## config.mk

```make
export PLATFORM = sky130hd
export DESIGN_NAME = mem_access
export DESIGN_NICKNAME = d
export VERILOG_FILES = /design/src/rtl/mem_access.sv
export SDC_FILE = /design/constraint.sdc
export NUM_CORES = 1
export LEC_CHECK = 0
export ABC_AREA = 1
export CORE_MARGIN = 2
export CORE_UTILIZATION = 37
export DETAILED_ROUTE_END_ITERATION = 8
export PLACE_DENSITY = 0.73
export RECOVER_POWER = 25
export SKIP_LAST_GASP = 1
export SYNTH_ARGS = -nofsm -noshare
export SYNTH_HDL_FRONTEND = slang
export SYNTH_SLANG_ARGS = --single-unit
```

## constraint.sdc

```tcl
create_clock -name clk -period 2 [get_ports clk]
set_input_delay 0.2 -clock clk [delete_from_list [all_inputs] [get_ports clk]]
set_output_delay 0.2 -clock clk [all_outputs]
set_load 0.02 [all_outputs]
```

## src/rtl/mem_access.sv

```systemverilog
// ---------------------------------------------------------------------------
// mem_access : MEM pipeline stage.
//
// Takes the ex_mem register outputs and performs loads and stores over a
// simple req/ack data bus. Byte lanes are big-endian: byte address offset 0
// lives in bits [31:24]. Load data is sign or zero extended. Misaligned
// accesses raise adel_o (loads/LL) or ades_o (stores/SC). The LL/SC link bit
// lives here. stallreq holds the pipeline while a bus access is outstanding.
// All mem_wb-facing outputs are combinational.
//
// Bus handshake: dbus_req is held high with stable dbus_addr/sel/we/wdata
// until the cycle dbus_ack is seen high. dbus_ack is a one-cycle completion
// pulse and may arrive in the same cycle as the first request. dbus_rdata
// is only meaningful in the dbus_ack cycle.
//
// Ports
//   clk, rst        clock, synchronous active-high reset
//   flush           exception flush from ctrl
//   wd_i/wreg_i     destination register / write enable from ex_mem
//   wdata_i         ALU result for non-memory ops
//   aluop_i         op code
//   mem_addr_i      effective address
//   reg2_i          store data
//   excepttype_i    non-zero when an earlier stage already raised an exception
//   dbus_rdata/ack  bus read data and completion pulse
//   wd_o/wreg_o/wdata_o  results to mem_wb
//   stallreq        stall request to ctrl
//   adel_o/ades_o   load / store address error
//   dbus_*          bus request fields
// ---------------------------------------------------------------------------
module mem_access (
  input  logic        clk,
  input  logic        rst,
  input  logic        flush,
  input  logic [4:0]  wd_i,
  input  logic        wreg_i,
  input  logic [31:0] wdata_i,
  input  logic [7:0]  aluop_i,
  input  logic [31:0] mem_addr_i,
  input  logic [31:0] reg2_i,
  input  logic [31:0] excepttype_i,
  input  logic [31:0] dbus_rdata,
  input  logic        dbus_ack,
  output logic [4:0]  wd_o,
  output logic        wreg_o,
  output logic [31:0] wdata_o,
  output logic        stallreq,
  output logic        adel_o,
  output logic        ades_o,
  output logic        dbus_req,
  output logic        dbus_we,
  output logic [31:0] dbus_addr,
  output logic [3:0]  dbus_sel,
  output logic [31:0] dbus_wdata
);

  localparam logic [7:0] OP_LB  = 8'hE0;
  localparam logic [7:0] OP_LH  = 8'hE1;
  localparam logic [7:0] OP_LW  = 8'hE3;
  localparam logic [7:0] OP_LBU = 8'hE4;
  localparam logic [7:0] OP_LHU = 8'hE5;
  localparam logic [7:0] OP_SB  = 8'hE8;
  localparam logic [7:0] OP_SH  = 8'hE9;
  localparam logic [7:0] OP_SW  = 8'hEB;
  localparam logic [7:0] OP_LL  = 8'hF0;
  localparam logic [7:0] OP_SC  = 8'hF8;

  typedef enum logic [1:0] {
    S_IDLE  = 2'd0,
    S_BUSY  = 2'd1,
    S_DONE  = 2'd2,
    S_DRAIN = 2'd3
  } state_t;

  state_t      r_state;
  logic [31:0] r_addr;
  logic [3:0]  r_sel;
  logic        r_we;
  logic [31:0] r_wdata;
  logic [31:0] r_rdata;
  logic        r_llbit;
  logic        r_ll;
  logic        r_sc;

  // ---------------- decode ----------------
  logic        w_is_load;
  logic        w_is_store;
  logic        w_is_byte;
  logic        w_is_half;
  logic        w_is_word;
  logic        w_is_ll;
  logic        w_is_sc;
  logic        w_misalign;
  logic        w_exc;
  logic        w_sc_fail;
  logic        w_valid;
  logic [31:0] w_addr;
  logic [3:0]  w_sel;
  logic [31:0] w_wdata;

  always_comb begin
    w_is_load  = 1'b0;
    w_is_store = 1'b0;
    w_is_byte  = 1'b0;
    w_is_half  = 1'b0;
    w_is_word  = 1'b0;
    unique case (aluop_i)
      OP_LB, OP_LBU:        begin w_is_load  = 1'b1; w_is_byte = 1'b1; end
      OP_LH, OP_LHU:        begin w_is_load  = 1'b1; w_is_half = 1'b1; end
      OP_LW, OP_LL:         begin w_is_load  = 1'b1; w_is_word = 1'b1; end
      OP_SB:                begin w_is_store = 1'b1; w_is_byte = 1'b1; end
      OP_SH:                begin w_is_store = 1'b1; w_is_half = 1'b1; end
      OP_SW, OP_SC:         begin w_is_store = 1'b1; w_is_word = 1'b1; end
      default:              ;
    endcase
    w_is_ll    = (aluop_i == OP_LL);
    w_is_sc    = (aluop_i == OP_SC);
    w_misalign = (w_is_half & mem_addr_i[0]) | (w_is_word & (|mem_addr_i[1:0]));
    w_exc      = |excepttype_i;
    // A failing SC never touches the bus; it just reports 0.
    w_sc_fail  = w_is_sc & ~r_llbit;
    w_valid    = (w_is_load | w_is_store) & ~w_misalign & ~w_exc & ~w_sc_fail;

    w_addr = {mem_addr_i[31:2], 2'b00};
    if (w_is_byte)      w_sel = 4'b1000 >> mem_addr_i[1:0];
    else if (w_is_half) w_sel = mem_addr_i[1] ? 4'b0011 : 4'b1100;
    else                w_sel = 4'b1111;
    if (w_is_byte)      w_wdata = {4{reg2_i[7:0]}};
    else if (w_is_half) w_wdata = {2{reg2_i[15:0]}};
    else                w_wdata = reg2_i;
  end

  // ---------------- load data extension ----------------
  logic [7:0]  w_byte;
  logic [15:0] w_half;
  logic [31:0] w_load_data;

  always_comb begin
    unique case (mem_addr_i[1:0])
      2'd0:    w_byte = r_rdata[31:24];
      2'd1:    w_byte = r_rdata[23:16];
      2'd2:    w_byte = r_rdata[15:8];
      default: w_byte = r_rdata[7:0];
    endcase
    w_half = mem_addr_i[1] ? r_rdata[15:0] : r_rdata[31:16];
    unique case (aluop_i)
      OP_LB:   w_load_data = {{24{w_byte[7]}}, w_byte};
      OP_LBU:  w_load_data = {24'd0, w_byte};
      OP_LH:   w_load_data = {{16{w_half[15]}}, w_half};
      OP_LHU:  w_load_data = {16'd0, w_half};
      default: w_load_data = r_rdata;
    endcase
  end

  // ---------------- access completion (drives the link bit) ----------------
  logic w_complete;
  logic w_cpl_ll;
  logic w_cpl_sc;

  always_comb begin
    w_complete = 1'b0;
    w_cpl_ll   = 1'b0;
    w_cpl_sc   = 1'b0;
    if (r_state == S_IDLE && w_valid && !flush && dbus_ack) begin
      w_complete = 1'b1;
      w_cpl_ll   = w_is_ll;
      w_cpl_sc   = w_is_sc;
    end else if (r_state == S_BUSY && dbus_ack && !flush) begin
      w_complete = 1'b1;
      w_cpl_ll   = r_ll;
      w_cpl_sc   = r_sc;
    end
  end

  // ---------------- state ----------------
  always_ff @(posedge clk) begin
    if (rst) begin
      r_state <= S_IDLE;
      r_addr  <= 32'd0;
      r_sel   <= 4'd0;
      r_we    <= 1'b0;
      r_wdata <= 32'd0;
      r_rdata <= 32'd0;
      r_llbit <= 1'b0;
      r_ll    <= 1'b0;
      r_sc    <= 1'b0;
    end else begin
      unique case (r_state)
        S_IDLE: begin
          if (!flush && w_valid) begin
            r_addr  <= w_addr;
            r_sel   <= w_sel;
            r_we    <= w_is_store;
            r_wdata <= w_wdata;
            r_ll    <= w_is_ll;
            r_sc    <= w_is_sc;
            if (dbus_ack) begin
              r_rdata <= dbus_rdata;
              r_state <= S_DONE;
            end else begin
              r_state <= S_BUSY;
            end
          end
        end
        S_BUSY: begin
          if (dbus_ack) begin
            r_rdata <= dbus_rdata;
            // A flush landing on the ack cycle leaves nothing to drain.
            r_state <= flush ? S_IDLE : S_DONE;
          end else if (flush) begin
            r_state <= S_DRAIN;
          end
        end
        S_DONE:  r_state <= S_IDLE;
        S_DRAIN: if (dbus_ack) r_state <= S_IDLE;
        default: r_state <= S_IDLE;
      endcase

      if (flush)                r_llbit <= 1'b0;
      else if (w_cpl_ll)        r_llbit <= 1'b1;
      else if (w_cpl_sc)        r_llbit <= 1'b0;
    end
  end

  // ---------------- outputs ----------------
  always_comb begin
    wd_o       = 5'd0;
    wreg_o     = 1'b0;
    wdata_o    = 32'd0;
    stallreq   = 1'b0;
    adel_o     = 1'b0;
    ades_o     = 1'b0;
    dbus_req   = 1'b0;
    dbus_we    = 1'b0;
    dbus_addr  = 32'd0;
    dbus_sel   = 4'd0;
    dbus_wdata = 32'd0;
    if (!rst) begin
      wd_o   = wd_i;
      wreg_o = (w_exc | ((w_is_load | w_is_store) & w_misalign)) ? 1'b0 : wreg_i;
      adel_o = w_is_load & w_misalign;
      ades_o = w_is_store & w_misalign;
      if (w_is_load)    wdata_o = w_load_data;
      else if (w_is_sc) wdata_o = (r_state == S_DONE) ? 32'd1 : {31'd0, r_llbit};
      else              wdata_o = wdata_i;

      unique case (r_state)
        S_IDLE: begin
          if (!flush && w_valid) begin
            dbus_req   = 1'b1;
            dbus_we    = w_is_store;
            dbus_addr  = w_addr;
            dbus_sel   = w_sel;
            dbus_wdata = w_wdata;
            stallreq   = 1'b1;
          end
        end
        S_BUSY, S_DRAIN: begin
          dbus_req   = 1'b1;
          dbus_we    = r_we;
          dbus_addr  = r_addr;
          dbus_sel   = r_sel;
          dbus_wdata = r_wdata;
          // While draining, only a fresh access presented behind the flush waits.
          stallreq   = (r_state == S_BUSY) ? 1'b1 : w_valid;
        end
        default: ;
      endcase
    end
  end

endmodule

```

==> run_results.csv, run 1 <==
group,metric,value,unit
run_status,status,"finished with violations",
run_status,violations,"setup timing",
drt,drc,0,
placed_design,portBuffers,286,
yosys,syn-cell-area,6370,um^2
final_layout,mostFrequentLayoutCell,"nand2_1",
timing,fin_skew,6.73,ps
floorplan,start_util,38.2,%
global_route,gr-total-overflow,0,
floorplan,die_w,135,um
hold_path,hp-class,"input pin to flip-flop",
final_layout,drive_gt1_share,45.1,%
final_layout,area_growth,123,%
drt,wl_per_cell,21.8,um
clocking,cts.sinks,104,
clocking,clk_latency,360,ps
timing,rsz0062_at_grt,"yes",
critical_path,crit_family,"simple AND/OR/NAND/NOR gates",
placed_design,place_congestion,0.889,
final_layout,final_area,14200,um^2
placed_design,place_area,11100,um^2
yosys,synth_edf_count,0,
drt,viasPerCell,5.80,
yosys,yosys_register_bits,104,
placed_design,dp_hpwl,19100,um
final_layout,layout.nets,1741,
global_route,grt_max_degree,52,
floorplan,io_pins,289,
critical_path,cp_slowest_cell,"nor2_2",
timing,fin_ws,-557,ps
clocking,cts.path.max_buffers,2,
floorplan,die_area,18300,um^2
critical_path,critPathBufInv,7,
critical_path,crit_path_end_kind,"primary output",
drt,drtIter0Drc,1199,
drt,vias,10400,
clocking,cts_buffers,9,
global_route,grt_pass1_vias,9008,
timing,setup_violations,200,
clocking,hold_buffers,0,
global_route,grt_pass1_wl,46300,um
critical_path,cp_common_cell,"nand2_1",
floorplan,die_h,135,um
yosys,ys.flop_type,"dfxtp_1",
critical_path,crit_path_cell_trace,"clkbuf_2 -> nand2_1 -> nor2_2 -> inv_1 -> nor2_1 -> nor2_1 -> nand2_1 -> nand2_1 -> nand2_2 -> nor2_4 -> nand3_4 -> inv_12 -> buf_12 -> buf_6 -> buf_12 -> nand2_2 -> a21oi_2 -> buf_6",
floorplan,rows,47,
global_route,grt.total_usage,31.9,%
clocking,cts-root-buf,"clkbuf_16",
drt,dr.pass1.iters,8,
yosys,async_reset_ff_share,0,%
clocking,cts.clk_slew.worst_paths,80,ps
timing,finalCritPeriodShare,128,%
timing,max_freq,391,MHz
timing,slew_viol_final,0,
placed_design,dp_slack,-1200,ps
power_and_ir_drop,vdd_drop_max,613,uV
clocking,cts_tree,"built",
yosys,avgSynthCellArea,5.98,um^2
run,drv_cap,0,
timing,min_period,2560,ps
critical_path,cp-start-kind,"input pin",
power_and_ir_drop,p_leak,0.00568,uW
final_layout,layout_common_cells,"259 x nand2_1, 198 x buf_4, 139 x clkdlybuf4s50_1",
yosys,yosysSeqAreaShare,32.7,%
timing,max-slew-margin-rel,55.5,%
global_route,antenna_found_initial,1,
critical_path,critPathMaxFanout,8,
power_and_ir_drop,power.density,383,nW/um^2
yosys,synthCells,1065,
critical_path,required,1800,ps
critical_path,critPathMaxStageDelay,280,ps
timing,tightest_slew,661,ps
floorplan,core_area,16700,um^2
critical_path,crit_arrival,2360,ps
critical_path,crit_type,"input pin to primary output",
timing,hold_violations,0,
drt,drtAntennaViolNets,0,
yosys,synth.distinct_cells,33,
drt,drt-total-wl,38900,um
yosys,yosysWarnings,0,
clocking,htreeDepth,3,
==> final cells by class <==
class / count / area (um^2)
repair buffers: 557 / 5640
flip-flops and latches: 104 / 2080
diodes: 1 / 2.50
clock buffers: 9 / 225
fillers: 833 / 2480
well taps: 220 / 275
repair inverters: 1 / 16.3
clock inverters: 7 / 149
inverters: 63 / 277
multi-input cells: 827 / 5560
==> metrics by stage <==
step / power (uW) / instances / utilization, % / hold WS [ps] / TNS (ps)
after global routing: 5560 / 1789 / 85.2 / 223 / -60560
after CTS: 5300 / 1731 / 76.9 / 174 / -33440
final: 5450 / 1789 / 85.2 / 198 / -48250
after global placement: 3040 / 1643 / 66.7 / 448 / -181120
after floorplan: 2460 / 1066 / - / 276 / -616
after detailed placement: 3040 / 1643 / 66.7 / 451 / -186280
==> flip-flops by register name (all words and copies together), names as in the netlist <==
register and cells:
r_ll 1, r_we 1, r_sel 4, r_rdata 32
r_state 2, r_llbit 1, r_sc 1, r_wdata 32
r_addr 30
==> path summary, 6_finish.rpt <==
| check | slack, ps | depth (start not counted) | from | end |
|---|---|---|---|---|
| setup reg to reg | -80 | 13 | r_llbit | r_wdata[19] |
| hold / removal | 200 | 2 | rst | r_rdata[24] |
| setup / recovery | -560 | 18 | aluop_i[5] | dbus_wdata[6] |
| hold reg to reg | 460 | 2 | r_addr[3] | r_addr[3] |
==> metal layers <==
layer	up-vias	share of wire, %	global-route usage [%]
li1	4501	-	-
met1	4793	35	39.7
met2	809	47	54.5
met3	269	11	6.21
met4	0	7.1	12.4
met5	-	0	0
==> power by group <==
group | switching, uW | total (uW) | internal, uW
clock | 903 | 2270 | 1370
combinational | 557 | 1110 | 549
sequential | 0.0000000127 | 2070 | 2070
total | 1460 | 5450 | 3990
==> kinds of logic after synthesis <==
logic type | after synthesis | share of synthesized area [%]
other cells | 1 | 0.0588
compound gates | 290 | 23.8
buf+inv | 135 | 8.68
flops | 104 | 32.7
simple gates | 535 | 34.8
==> synth_stat cells (3+ instances only) <==
| library cell | n | area share [%] |
|---|---|---|
| buf_6 | 3 | 0.53 |
| nand2_1 | 342 | 20 |
| o21ai_0 | 47 | 3.7 |
| inv_1 | 59 | 3.5 |
| nand3_2 | 3 | 0.47 |
| clkbuf_1 | 52 | 3.1 |
| nor3_1 | 9 | 0.71 |
| or2_2 | 9 | 0.88 |
| nand4_1 | 5 | 0.49 |
| a21oi_1 | 212 | 17 |
| nor2_1 | 89 | 5.2 |
| o211ai_1 | 6 | 0.71 |
| a211oi_1 | 7 | 0.82 |
| buf_2 | 13 | 1.0 |
| dfxtp_1 | 104 | 33 |
| o22ai_1 | 12 | 1.2 |
| nor2_4 | 4 | 0.71 |
| nand3_1 | 66 | 5.2 |
==> repair_timing <==
action / CTS / global route
setup endpoints to repair: 205 / 201
pin swaps: 79 / 115
resized for setup: 767 / 351
cloned: 14 / 9
setup buffers: 61 / 64
No activity file was read; power rests on OpenSTA's default activity.
==> run 2, diff against run 1 <==
- CTS_CLUSTER_SIZE: not set -> 40
==> results of run 2 <==
No change in the layout: final DEF, timing and power equal those of run 1.
==> run 3, diff against run 2 <==
- DONT_BUFFER_PORTS: not set -> 1
- PLACE_DENSITY: 0.73 -> not set
- REMOVE_ABC_BUFFERS: not set -> 1
==> run_results.csv, run 3 (synthesis gave the netlist of run 1 again) <==
group,metric,value,unit
run_status,status,"finished with violations",
run_status,violations,"hold timing, setup timing",
final_layout,drive_gt1_share,39.7,%
critical_path,r2r_start,"r_llbit",
hold_path,hold_start,"rst",
timing,setup_violations,91,
clocking,cts-root-buf,"clkbuf_16",
timing,hold_ws,-30.9,ps
final_layout,diodes,0,
critical_path,startpoint,"aluop_i[6]",
final_layout,layout_common_cells,"291 x nand2_1, 200 x buf_4, 130 x a21oi_1",
global_route,grt_pass1_wl,37100,um
global_route,antenna_found_initial,0,
floorplan,start_util,38.2,%
global_route,grt_use_met1,31.3,%
critical_path,critPathMaxFanout,10,
power_and_ir_drop,p_total,4590,uW
final_layout,layout.nets,1460,
power_and_ir_drop,vdd_drop_max,638,uV
final_layout,n_fill_cell,1438,
final_layout,top_regs,"r_rdata x32, r_wdata x32, r_addr x30",
drt,viasPerCell,5.39,
critical_path,crit_path_end_kind,"primary output",
floorplan,rows,47,
drt,wl_per_cell,17.5,um
clocking,cts_tree,"built",
global_route,grt_pass1_vias,7281,
clocking,cts_buffers,9,
global_route,grtUsageMet3,5.87,%
global_route,busiest_layer,"met2",
floorplan,die_area,18300,um^2
critical_path,critPathMaxStageDelay,170,ps
timing,tightest_slew,595,ps
final_layout,mostFrequentLayoutCell,"nand2_1",
final_layout,area_growth,62.0,%
global_route,grt.total_usage,25.4,%
global_route,met2_usage,44.4,%
drt,dr.pass1.iters,5,
timing,finalCritPeriodShare,111,%
power_and_ir_drop,power.density,444,nW/um^2
placed_design,portBuffers,0,
drt,vias,8119,
critical_path,cp-start-kind,"input pin",
timing,rsz0062_at_grt,"yes",
global_route,grt_max_degree,207,
floorplan,core_area,16700,um^2
clocking,cts.path.max_buffers,2,
floorplan,io_pins,289,
clocking,clk_latency,360,ps
critical_path,crit_arrival,2010,ps
run,drv_cap,0,
critical_path,required,1800,ps
clocking,cts.sinks,104,
timing,slew_viol_final,0,
floorplan,die_h,135,um
timing,max-slew-margin-rel,60.3,%
critical_path,cp_slowest_cell,"buf_4",
placed_design,place_congestion,0.856,
critical_path,crit_path_cell_trace,"nand2_4 -> nor2_4 -> buf_12 -> nand2_2 -> nor2_2 -> nor2_2 -> nand2_1 -> nand2_2 -> nor2_4 -> nand3_4 -> inv_8 -> buf_4 -> buf_12 -> nand3_1 -> a21oi_2 -> buf_4",
timing,fin_skew,8.63,ps
placed_design,dp_hpwl,16000,um
drt,drc,0,
drt,drt-total-wl,26400,um
clocking,cts.clk_slew.worst_paths,70,ps
drt,drtAntennaViolNets,0,
drt,drtIter0Drc,510,
critical_path,crit_type,"input pin to primary output",
clocking,htreeDepth,3,
floorplan,die_w,135,um
hold_path,hp-class,"input pin to flip-flop",
timing,hold_violations,22,
timing,max_freq,452,MHz
power_and_ir_drop,p_leak,0.00408,uW
clocking,hold_buffers,3,
timing,fin_ws,-214,ps
global_route,gr-total-overflow,0,
placed_design,dp_slack,-280,ps
timing,min_period,2210,ps
## run 3: layout make-up
type	count	area, um^2	area share (%)
multi-input cells	827	4750	46.0
clock buffers	9	225	2.18
inverters	63	260	2.52
flip-flops and latches	104	2090	20.3
clock inverters	7	125	1.21
well taps	220	275	2.67
repair buffers	277	2590	25.1
## run 3: critical path: cells and delay by family
| kind | cells | cell delay (ps) |
|---|---|---|
| and+or+nand+nor | 10 | 940 |
| buffers and inverters | 5 | 710 |
| AOI/OAI and AO/OA | 1 | 160 |
## run 3: routing by layer
layer	vias to the layer above	share of wire [%]	routed length, um
li1	3931	-	-
met1	3806	41	10700
met2	323	49	13000
met3	59	6.9	1830
met4	0	2.9	762
met5	-	0	0
## run 3: worst paths after layout
kind / depth (start not counted) / slack [ps] / end
hold / removal: 1 / -30 / r_rdata[26]
setup / recovery: 16 / -210 / dbus_wdata[26]
setup reg to reg: 16 / -140 / r_wdata[15]
hold reg to reg: 2 / 460 / r_rdata[31]
## run 3: timing repair
action	CTS	global route
buffers inserted	46	15
endpoints found under the setup margin	101	159
gates cloned	4	4
hold endpoints to repair	102	89
gates resized for setup	151	206
pin swaps	27	91
## run 3: where the power goes
group | internal (uW) | switching (uW) | total (uW) | leakage, uW
clock | 1240 | 870 | 2110 | 0.000171
sequential | 2070 | 0.0000000108 | 2070 | 0.000840
combinational | 163 | 249 | 412 | 0.00307
total | 3470 | 1120 | 4590 | 0.00408
## run 3: stage by stage
step,util (%),setup TNS (ps),cells,cell area (um^2)
2_1_floorplan,-,-224980,994,6060
3_3_place_gp,48.0,-30890,1425,8020
3_5_place_dp,48.0,-34530,1425,8020
4_1_cts,56.3,-9160,1494,9400
5_1_grt,61.8,-20110,1507,10300
6_report,61.8,-11320,1507,10300
